[config.mk]
export PLATFORM = sky130hd
export DESIGN_NAME = sig_record_parser
export DESIGN_NICKNAME = d
export VERILOG_FILES = /design/src/rtl/sig_pkg.sv /design/src/rtl/sig_timeout_ctr.sv /design/src/rtl/sig_record_parser.sv
export SDC_FILE = /design/constraint.sdc
export NUM_CORES = 1
export LEC_CHECK = 0
export ABC_AREA = 0
export CORE_ASPECT_RATIO = 1.75
export CORE_MARGIN = 4
export CORE_UTILIZATION = 50
export CTS_CLUSTER_DIAMETER = 100
export CTS_CLUSTER_SIZE = 8
export DETAILED_ROUTE_END_ITERATION = 16
export DONT_BUFFER_PORTS = 1
export GPL_ROUTABILITY_DRIVEN = 0
export PLACE_DENSITY = 0.65
export SKIP_LAST_GASP = 1
export SLEW_MARGIN = 0
export SYNTH_ARGS = -nofsm -noshare
export SYNTH_HDL_FRONTEND = slang
export SYNTH_SLANG_ARGS = --single-unit
[constraint.sdc]
create_clock -name clk -period 4.05 [get_ports clk]
set_clock_uncertainty 0.15 [all_clocks]
set_input_delay 0.81 -clock clk [delete_from_list [all_inputs] [get_ports clk]]
set_output_delay 0.81 -clock clk [all_outputs]
set_load 0.02 [all_outputs]
[src/rtl/sig_pkg.sv]
// sig_pkg: shared types and constants for the signature record parser and
// the downstream pattern matcher.
package sig_pkg;

    // Parser states
    typedef enum logic [1:0] {
        IDLE   = 2'd0,
        FIELDS = 2'd1,
        CHECK  = 2'd2,
        HOLD   = 2'd3
    } parser_state_t;

    localparam logic [7:0] SIG_SYNC_DEFAULT = 8'hA5;

    // Field positions inside a frame, after the sync byte
    localparam logic [1:0] REGION = 2'd0;
    localparam logic [1:0] AUTH   = 2'd1;
    localparam logic [1:0] EXPIRY = 2'd2;
    localparam logic [1:0] SIGID  = 2'd3;

    // One decoded record; region sits in the most significant byte
    typedef struct packed {
        logic [7:0] region;
        logic [7:0] auth_level;
        logic [7:0] expiry;
        logic [7:0] signature_id;
    } sig_record_t;

endpackage

[src/rtl/sig_timeout_ctr.sv]
// sig_timeout_ctr: counts idle cycles inside a frame. expired is asserted
// combinationally on the TIMEOUT_CYC-th consecutive inc cycle, so the
// owner can act on that same clock edge.
module sig_timeout_ctr #(
    parameter int TIMEOUT_CYC = 16
) (
    input  logic clk,
    input  logic rst,
    input  logic clear,
    input  logic inc,
    output logic expired
);

    // Count only needs to reach TIMEOUT_CYC-1; the next inc expires
    localparam int CW = (TIMEOUT_CYC > 1) ? $clog2(TIMEOUT_CYC) : 1;
    localparam logic [CW-1:0] LAST = CW'(TIMEOUT_CYC - 1);

    logic [CW-1:0] count;

    assign expired = inc && (count == LAST);

    // Idle-cycle counter, restarts on clear or on expiry
    always_ff @(posedge clk or posedge rst) begin
        if (rst) begin
            count <= '0;
        end else if (clear || expired) begin
            count <= '0;
        end else if (inc) begin
            count <= count + 1'b1;
        end
    end

endmodule

[src/rtl/sig_record_parser.sv]
// sig_record_parser: frames a byte stream of signature records
// (SYNC, region, auth_level, expiry, signature_id, chk) with chk being the
// XOR of the four field bytes, and holds each good record under a
// valid/ready handshake.
//
// Handshakes: a byte moves when in_valid && in_ready on a rising edge; a
// record moves when rec_valid && rec_ready on a rising edge. rec_valid and
// the fields stay stable until the record moves.
//
// Optional build macro SIG_PARSER_ERR_CNT_EN adds err_count, a saturating
// count of error pulses.
module sig_record_parser
    import sig_pkg::*;
#(
    parameter logic [7:0] SYNC_BYTE   = SIG_SYNC_DEFAULT,
    parameter int         TIMEOUT_CYC = 16
`ifdef SIG_PARSER_ERR_CNT_EN
    ,
    parameter int         ERR_CNT_W   = 8
`endif
) (
    input  logic       clk,
    input  logic       rst,
    input  logic [7:0] in_data,
    input  logic       in_valid,
    output logic       in_ready,
    output logic [7:0] region,
    output logic [7:0] auth_level,
    output logic [7:0] expiry,
    output logic [7:0] signature_id,
    output logic       rec_valid,
    input  logic       rec_ready,
    output logic       err_checksum,
    output logic       err_timeout
`ifdef SIG_PARSER_ERR_CNT_EN
    ,
    output logic [ERR_CNT_W-1:0] err_count
`endif
);

    parser_state_t state;
    logic [1:0]    idx;
    logic [7:0]    xor_acc;
    sig_record_t   shadow;
    sig_record_t   rec;
    logic          accept;
    logic          in_frame;
    logic          expired;

    assign in_ready     = (state != HOLD);
    assign accept       = in_valid && in_ready;
    assign in_frame     = (state == FIELDS) || (state == CHECK);

    assign region       = rec.region;
    assign auth_level   = rec.auth_level;
    assign expiry       = rec.expiry;
    assign signature_id = rec.signature_id;

    // Idle counter only runs mid-frame; any accepted byte or leaving the
    // frame resets it
    sig_timeout_ctr #(
        .TIMEOUT_CYC(TIMEOUT_CYC)
    ) u_timeout (
        .clk    (clk),
        .rst    (rst),
        .clear  (!in_frame || accept),
        .inc    (in_frame && !accept),
        .expired(expired)
    );

    // Frame state machine with registered record and error pulses
    always_ff @(posedge clk or posedge rst) begin
        if (rst) begin
            state        <= IDLE;
            idx          <= REGION;
            xor_acc      <= '0;
            shadow       <= '0;
            rec          <= '0;
            rec_valid    <= 1'b0;
            err_checksum <= 1'b0;
            err_timeout  <= 1'b0;
        end else begin
            err_checksum <= 1'b0;
            err_timeout  <= 1'b0;
            case (state)
                IDLE: begin
                    // Anything but the sync byte is line noise
                    if (accept && (in_data == SYNC_BYTE)) begin
                        state   <= FIELDS;
                        idx     <= REGION;
                        xor_acc <= '0;
                    end
                end
                FIELDS: begin
                    // A sync value here is field data, never a resync
                    if (accept) begin
                        case (idx)
                            REGION:  shadow.region       <= in_data;
                            AUTH:    shadow.auth_level   <= in_data;
                            EXPIRY:  shadow.expiry       <= in_data;
                            default: shadow.signature_id <= in_data;
                        endcase
                        xor_acc <= xor_acc ^ in_data;
                        if (idx == SIGID) begin
                            state <= CHECK;
                        end else begin
                            idx <= idx + 1'b1;
                        end
                    end else if (expired) begin
                        err_timeout <= 1'b1;
                        shadow      <= '0;
                        state       <= IDLE;
                    end
                end
                CHECK: begin
                    if (accept) begin
                        if (in_data == xor_acc) begin
                            rec       <= shadow;
                            rec_valid <= 1'b1;
                            state     <= HOLD;
                        end else begin
                            err_checksum <= 1'b1;
                            state        <= IDLE;
                        end
                    end else if (expired) begin
                        err_timeout <= 1'b1;
                        shadow      <= '0;
                        state       <= IDLE;
                    end
                end
                HOLD: begin
                    if (rec_ready) begin
                        rec_valid <= 1'b0;
                        state     <= IDLE;
                    end
                end
                default: state <= IDLE;
            endcase
        end
    end

`ifdef SIG_PARSER_ERR_CNT_EN
    // Saturating tally of error pulses, sticks at all-ones
    always_ff @(posedge clk or posedge rst) begin
        if (rst) begin
            err_count <= '0;
        end else if ((err_checksum || err_timeout) && (err_count != '1)) begin
            err_count <= err_count + 1'b1;
        end
    end
`endif

endmodule
==> flow_summary.toml, run 1 <==
[sta]
rsz0062_at_grt = "no"
finalHoldViolCount = 0
fin_ws_ns = 1.59
period_minus_slack_ns = 2.46
finalSetupViolCount = 0
finalCritPeriodShare_pct = 60.7
max_freq_ghz = 0.407
whs_ns = 0.316
final.setup.tns_ns = 0
max_slew_margin_pct = 34.0
worst_slew_pin_slew_ns = 0.990
slew_violations = 0

[placement]
pre_cts_slack_ns = 1.28
hpwl_um = 5690
numPortBuffers = 0

[synth]
yosys.area.top_type = "dfrtp_1"
syn_area_per_cell_um2 = 13.3
ys_top_cells_by_area = "dfrtp_1 (54%), mux2_4 (11%), a22o_1 (6.4%)"
synth_fa_ha_area_share_pct = 2.93
synth.most_common_cell = "dfrtp_1"
synth_edf_count = 0
synth-compound-area-share_pct = 14.4
ys_warn_count = 0
async_flop_share_pct = 100
synthesis.nets = 310
yosysUniqueCellTypes = 45
synth_commonest_cells = "dfrtp_1 (83), a22o_1 (28), mux2_4 (28)"
synth.area.mux_share_pct = 12.1
synthFlopType = "dfrtp_1"
synth_top_family_by_area = "compound AO/OA/AOI/OAI gates"
yosys.area_share.simple_pct = 7.98
synthXorXnorAreaFrac_pct = 2.67
syn_inst = 289
ys_seq_area_share_pct = 54.1
synth_top_area_share_pct = 54.1
synth-seq-cells = 83
syn_area_um2 = 3840

[power_and_ir_drop]
clkPwrFrac_pct = 28.4
ir_worst_vdd_uv = 327
total_power_w = 0.00273
seq_power_share_pct = 42.3
p_sw_w = 0.000954
power.density_nw_per_um2 = 670
switching_share_pct = 35.0
cell_internal_pwr_w = 0.00177
comb_power_share_pct = 29.3
p_leak_nw = 1.96

[worst_setup_path]
path_class = "flop to flop"
cp_num_buf_inv = 2
crit_family = "simple AND/OR/NAND/NOR gates"
cp-start-kind = "flop"
worst_setup_path_end_kind = "flop"
rr_worst_depth = 6
timing.rr.start = "state[0]$_DFFE_PP0P_"
required_ns = 4.13
cp_cell_sequence = "inv_1 > ha_1 > nand2_1 > and3b_2 > buf_4 > mux2_2"
crit_path_max_incr_delay_ns = 0.45
crit_path_top_delay_cell = "and3b_2"
crit_fanout = 16
r2r_slack_ns = 1.59
r2r-end = "auth_level[5]$_DFFE_PP0P_"
cp.arrival_ns = 2.54

[die]
core_area_um2 = 7510
die_width_um = 74.2
num_rows = 42
dieArea_um2 = 9200
ios = 48
dieHeight_um = 124
start_util_pct = 51.1

[cts]
cts.sinks = 83
cts_buffers = 9
cts_root_buf = "clkbuf_16"
postCtsSetupBuffers = 0
clock_path_buffers = 2
holdBufCountCts = 0
cts-resized-gates = 0
cts_tree = "yes"
path_clk_slew_ns = 0.07
h-tree-depth = 3
worstSkewPairLatency_ns = 0.34

[cells_and_area]
layout-drive-gt1-share_pct = 23.6
insertedDiodeCount = 0
post-route-util_pct = 54.2
area_growth_pct = 6.03
final_nets = 304

[detailed_routing]
drtIter0Drc = 147
vias_per_cell = 6.10
vias = 2293
finalWirelength_um = 8070
ant_nets = 0
drc = 0
firstDrtPassIters = 6
wl_per_cell_um = 21.5

[run_status]
status = "finished clean"

[min_path]
min_to = "u_timeout.count[0]$_DFFE_PP0P_"
min_from = "u_timeout.count[0]$_DFFE_PP0P_"
hold_depth = 1
hp-class = "flop to flop"

[global_routing]
antenna_found_initial = 0
grt_pass1_wl_um = 13000
grt_pass1_vias = 2337
grt-ovfl-total = 0
grt_max_degree = 59
grt_usage_pct = 19.3

[job]
maxCapViolations = 0
## metal layers
layer  global-route usage [%]  share of wire (%)  vias to the layer above
met5                        0                  0                        -
met3                     6.14                5.9                       14
li1                         -                  -                     1041
met4                     7.57                2.2                        0
met2                     32.1                 52                       64
met1                     22.9                 40                     1174
## final cells by class
cell class	instances	area (um2)
clock buffers	9	225
clock inverters	7	57.6
fillers	632	3440
inverters	8	31.3
multi-input cells	177	1540
flip-flops and latches	83	2080
well taps	88	110
repair buffers	4	30.0
## per-stage QoR
| step | cells | cell area (um2) |
|---|---|---|
| final | 376 | 4070 |
| after global routing | 376 | 4070 |
| after CTS | 376 | 4070 |
| after detailed placement | 360 | 3790 |
| after global placement | 360 | 3790 |
| after floorplan | 289 | 3840 |
## worst max path at each step
stage,from,to,slack [ns],depth (start not counted)
CTS,state[0]$_DFFE_PP0P_,auth_level[5]$_DFFE_PP0P_,1.60,6
finish,state[0]$_DFFE_PP0P_,auth_level[5]$_DFFE_PP0P_,1.59,6
global route,state[0]$_DFFE_PP0P_,region[0]$_DFFE_PP0P_,1.46,6
detailed placement,in_data[5],auth_level[5]$_DFFE_PP0P_,1.28,5
floorplan,rst,auth_level[0]$_DFFE_PP0P_,0.95,1
global placement,in_data[5],auth_level[4]$_DFFE_PP0P_,1.34,5
## cell usage in the layout (no fill, tap or decap), drive strengths merged, types with 9 or more instances in the layout
cell / instances
inv: 11
o21ai: 24
clkbuf: 9
a21oi: 11
mux2: 32
dfrtp: 83
xor2: 10
a22o: 32
nand2b: 10
nor2: 9
ha: 9
## power groups by stage
stage | clock [W] | sequential, W | combinational (W)
after detailed placement | 0 | 0.00116 | 0.000801
after global routing | 0.000826 | 0.00117 | 0.000890
after CTS | 0.000794 | 0.00115 | 0.000802
after floorplan | 0 | 0.00112 | 0.000675
after global placement | 0 | 0.00116 | 0.000781
final | 0.000775 | 0.00115 | 0.000799
## state kept, by name, summed over array words and instances (netlist names), 4 cells and up
name	cells
region	8
signature_id	8
expiry	8
xor_acc	8
shadow	32
auth_level	8
u_timeout.count	4
## worst register-to-register path, cell delays in order, from the launching register on
cell and delay [ns]:
dfrtp_1 0.41, inv_1 0.11, ha_1 0.36, nand2_1 0.13, and3b_2 0.45, buf_4 0.35, mux2_2 0.39
## cells by family (layout without fill, tap and decap cells)
family,after synthesis,in the layout
flip-flops,83,83
AND/OR/NAND/NOR,50,50
XOR/XNOR,10,10
multiplexers,32,32
adder cells (fa/ha/maj),9,9
AO/OA/AOI/OAI,76,76
buffers and inverters,29,28
Power figures use the tool's default switching activity.
==> run 2, diff against run 1 <==
==> constraint.sdc (replaced) <==
create_clock -name clk -period 2.45 [get_ports clk]
set_clock_uncertainty 0.15 [all_clocks]
set_input_delay 0.49 -clock clk [delete_from_list [all_inputs] [get_ports clk]]
set_output_delay 0.49 -clock clk [all_outputs]
set_load 0.02 [all_outputs]
==> run 2 against run 1 <==
Net effect:
- die area unchanged
- critical path depth unchanged
- combinational power up 74%
- maximum frequency up 12%
- critical endpoint is now region[0]$_DFFE_PP0P_
- worst hold slack worse by 0.19 ns
- routed wire length down 3.3%
- register-to-register slack worse by 1.3 ns
- critical path type unchanged
- clock-buffer cell count unchanged
==> flow_summary.toml, run 2 (synthesis gave the netlist of run 1 again) <==
[global_routing]
grt_max_degree = 38
grt_pass1_vias = 2251
grt_usage_pct = 18.1
grt-ovfl-total = 0
grtUsageMet2_pct = 28.7
grtUsageMet3_pct = 6.30
top_usage_layer = "met2"
grt_use_met1_pct = 22.8
grt_pass1_wl_um = 12300
antenna_found_initial = 0

[die]
die_width_um = 74.2
dieHeight_um = 124
num_rows = 42
start_util_pct = 51.1
dieArea_um2 = 9200
ios = 48
core_area_um2 = 7510

[sta]
max_slew_margin_pct = 56.2
max_freq_ghz = 0.455
slew_violations = 0
finalSetupViolCount = 0
finalCritPeriodShare_pct = 89.7
final.setup.tns_ns = 0
worst_slew_pin_slew_ns = 0.655
period_minus_slack_ns = 2.20
rsz0062_at_grt = "no"
fin_ws_ns = 0.252
finalHoldViolCount = 0

[power_and_ir_drop]
seq_power_share_pct = 39.6
clkPwrFrac_pct = 31.3
cell_internal_pwr_w = 0.00321
power.density_nw_per_um2 = 1140
p_sw_w = 0.00156
switching_share_pct = 32.7
comb_power_share_pct = 29.2
ir_worst_vdd_uv = 664
total_power_w = 0.00478
p_leak_nw = 2.02

[worst_setup_path]
cp.arrival_ns = 2.27
path_class = "flop to flop"
crit_path_top_delay_cell = "dfrtp_1"
cp-start-kind = "flop"
cp_cell_sequence = "inv_1 > ha_1 > nand2_1 > and3b_2 > buf_4 > mux2_2"
crit_path_max_incr_delay_ns = 0.41
cp_num_buf_inv = 2
crit_fanout = 11
crit_family = "simple AND/OR/NAND/NOR gates"
required_ns = 2.53
worst_setup_path_end_kind = "flop"

[placement]
hpwl_um = 5510
pre_cts_slack_ns = 0.251
numPortBuffers = 0
post_dp_cell_area_um2 = 3870

[detailed_routing]
vias_per_cell = 5.87
firstDrtPassIters = 4
vias = 2255
drc = 0
drtIter0Drc = 142
finalWirelength_um = 7810
ant_nets = 0
wl_per_cell_um = 20.3

[run_status]
status = "finished clean"

[cells_and_area]
mostFrequentLayoutCells = "dfrtp_1 (83), mux2_4 (28), a22o_1 (28)"
post-route-util_pct = 56.0
final_area_um2 = 4210
insertedDiodeCount = 0
multiInputGateArea_um2 = 1540
area_growth_pct = 9.61
regMostFlops = "shadow"
nFillCells = 615
largest_reg_flops = 32
layout-drive-gt1-share_pct = 25.3
final_nets = 312
seqCellArea_um2 = 2080
layout_commonest_cell = "dfrtp_1"

[cts]
cts_buffers = 9
cts.sinks = 83
h-tree-depth = 3
cts_tree = "yes"
clock_path_buffers = 2
cts_root_buf = "clkbuf_16"
path_clk_slew_ns = 0.07
worstSkewPairLatency_ns = 0.34
postCtsSetupBuffers = 0

[min_path]
hp-class = "primary input to flop"

[job]
maxCapViolations = 0
## run 2: layout make-up
cell class | instances | share of cell area, %
flip-flops and latches | 83 | 49.3
multi-input cells | 177 | 36.6
clock buffers | 9 | 5.35
repair buffers | 12 | 2.79
well taps | 88 | 2.62
clock inverters | 7 | 2.50
inverters | 8 | 0.803
## run 2: per-stage QoR
step | hold slack, ns | std cells
6_report | 0.130 | 384
5_1_grt | 0.124 | 384
4_1_cts | 0.126 | 384
3_5_place_dp | 0.313 | 367
3_3_place_gp | 0.307 | 367
2_1_floorplan | 0.282 | 289
## run 2: layer usage
metal / wire (um) / vias to the layer above
met5: 0 / -
met4: 109 / 0
met3: 390 / 8
met2: 3970 / 54
met1: 3340 / 1157
li1: - / 1036
## run 2: repair_timing
action	4_1_cts	5_1_grt
hold endpoints to repair	29	0
resized for setup	0	0
hold buffers	1	0
## run 2: power groups by stage
stage                     sequential [W]  clock [W]  combinational [W]
after floorplan                  0.00184          0            0.00112
final                            0.00189    0.00149            0.00139
after global placement           0.00190          0            0.00136
after global routing             0.00192    0.00157            0.00155
after CTS                        0.00189    0.00152            0.00140
after detailed placement         0.00191          0            0.00139
## run 2: final timing paths
check,from,endpoint,slack (ns),cells after the start
min in group asynchronous,rst,signature_id[4]$_DFFE_PP0P_,0.56,2
worst min register to register,u_timeout.count[0]$_DFFE_PP0P_,u_timeout.count[0]$_DFFE_PP0P_,0.31,1
worst max register to register,state[0]$_DFFE_PP0P_,region[0]$_DFFE_PP0P_,0.25,6
max in group asynchronous,rst,u_timeout.count[0]$_DFFE_PP0P_,0.94,3
worst max-delay path,state[0]$_DFFE_PP0P_,region[0]$_DFFE_PP0P_,0.25,6
worst min-delay path,in_data[5],shadow[29]$_DFFE_PP0P_,0.13,1
## run 2: worst register-to-register path, stage by stage, from the launching register on
cell	delay (ns)
dfrtp_1	0.41
inv_1	0.11
ha_1	0.38
nand2_1	0.11
and3b_2	0.32
buf_4	0.24
mux2_2	0.35
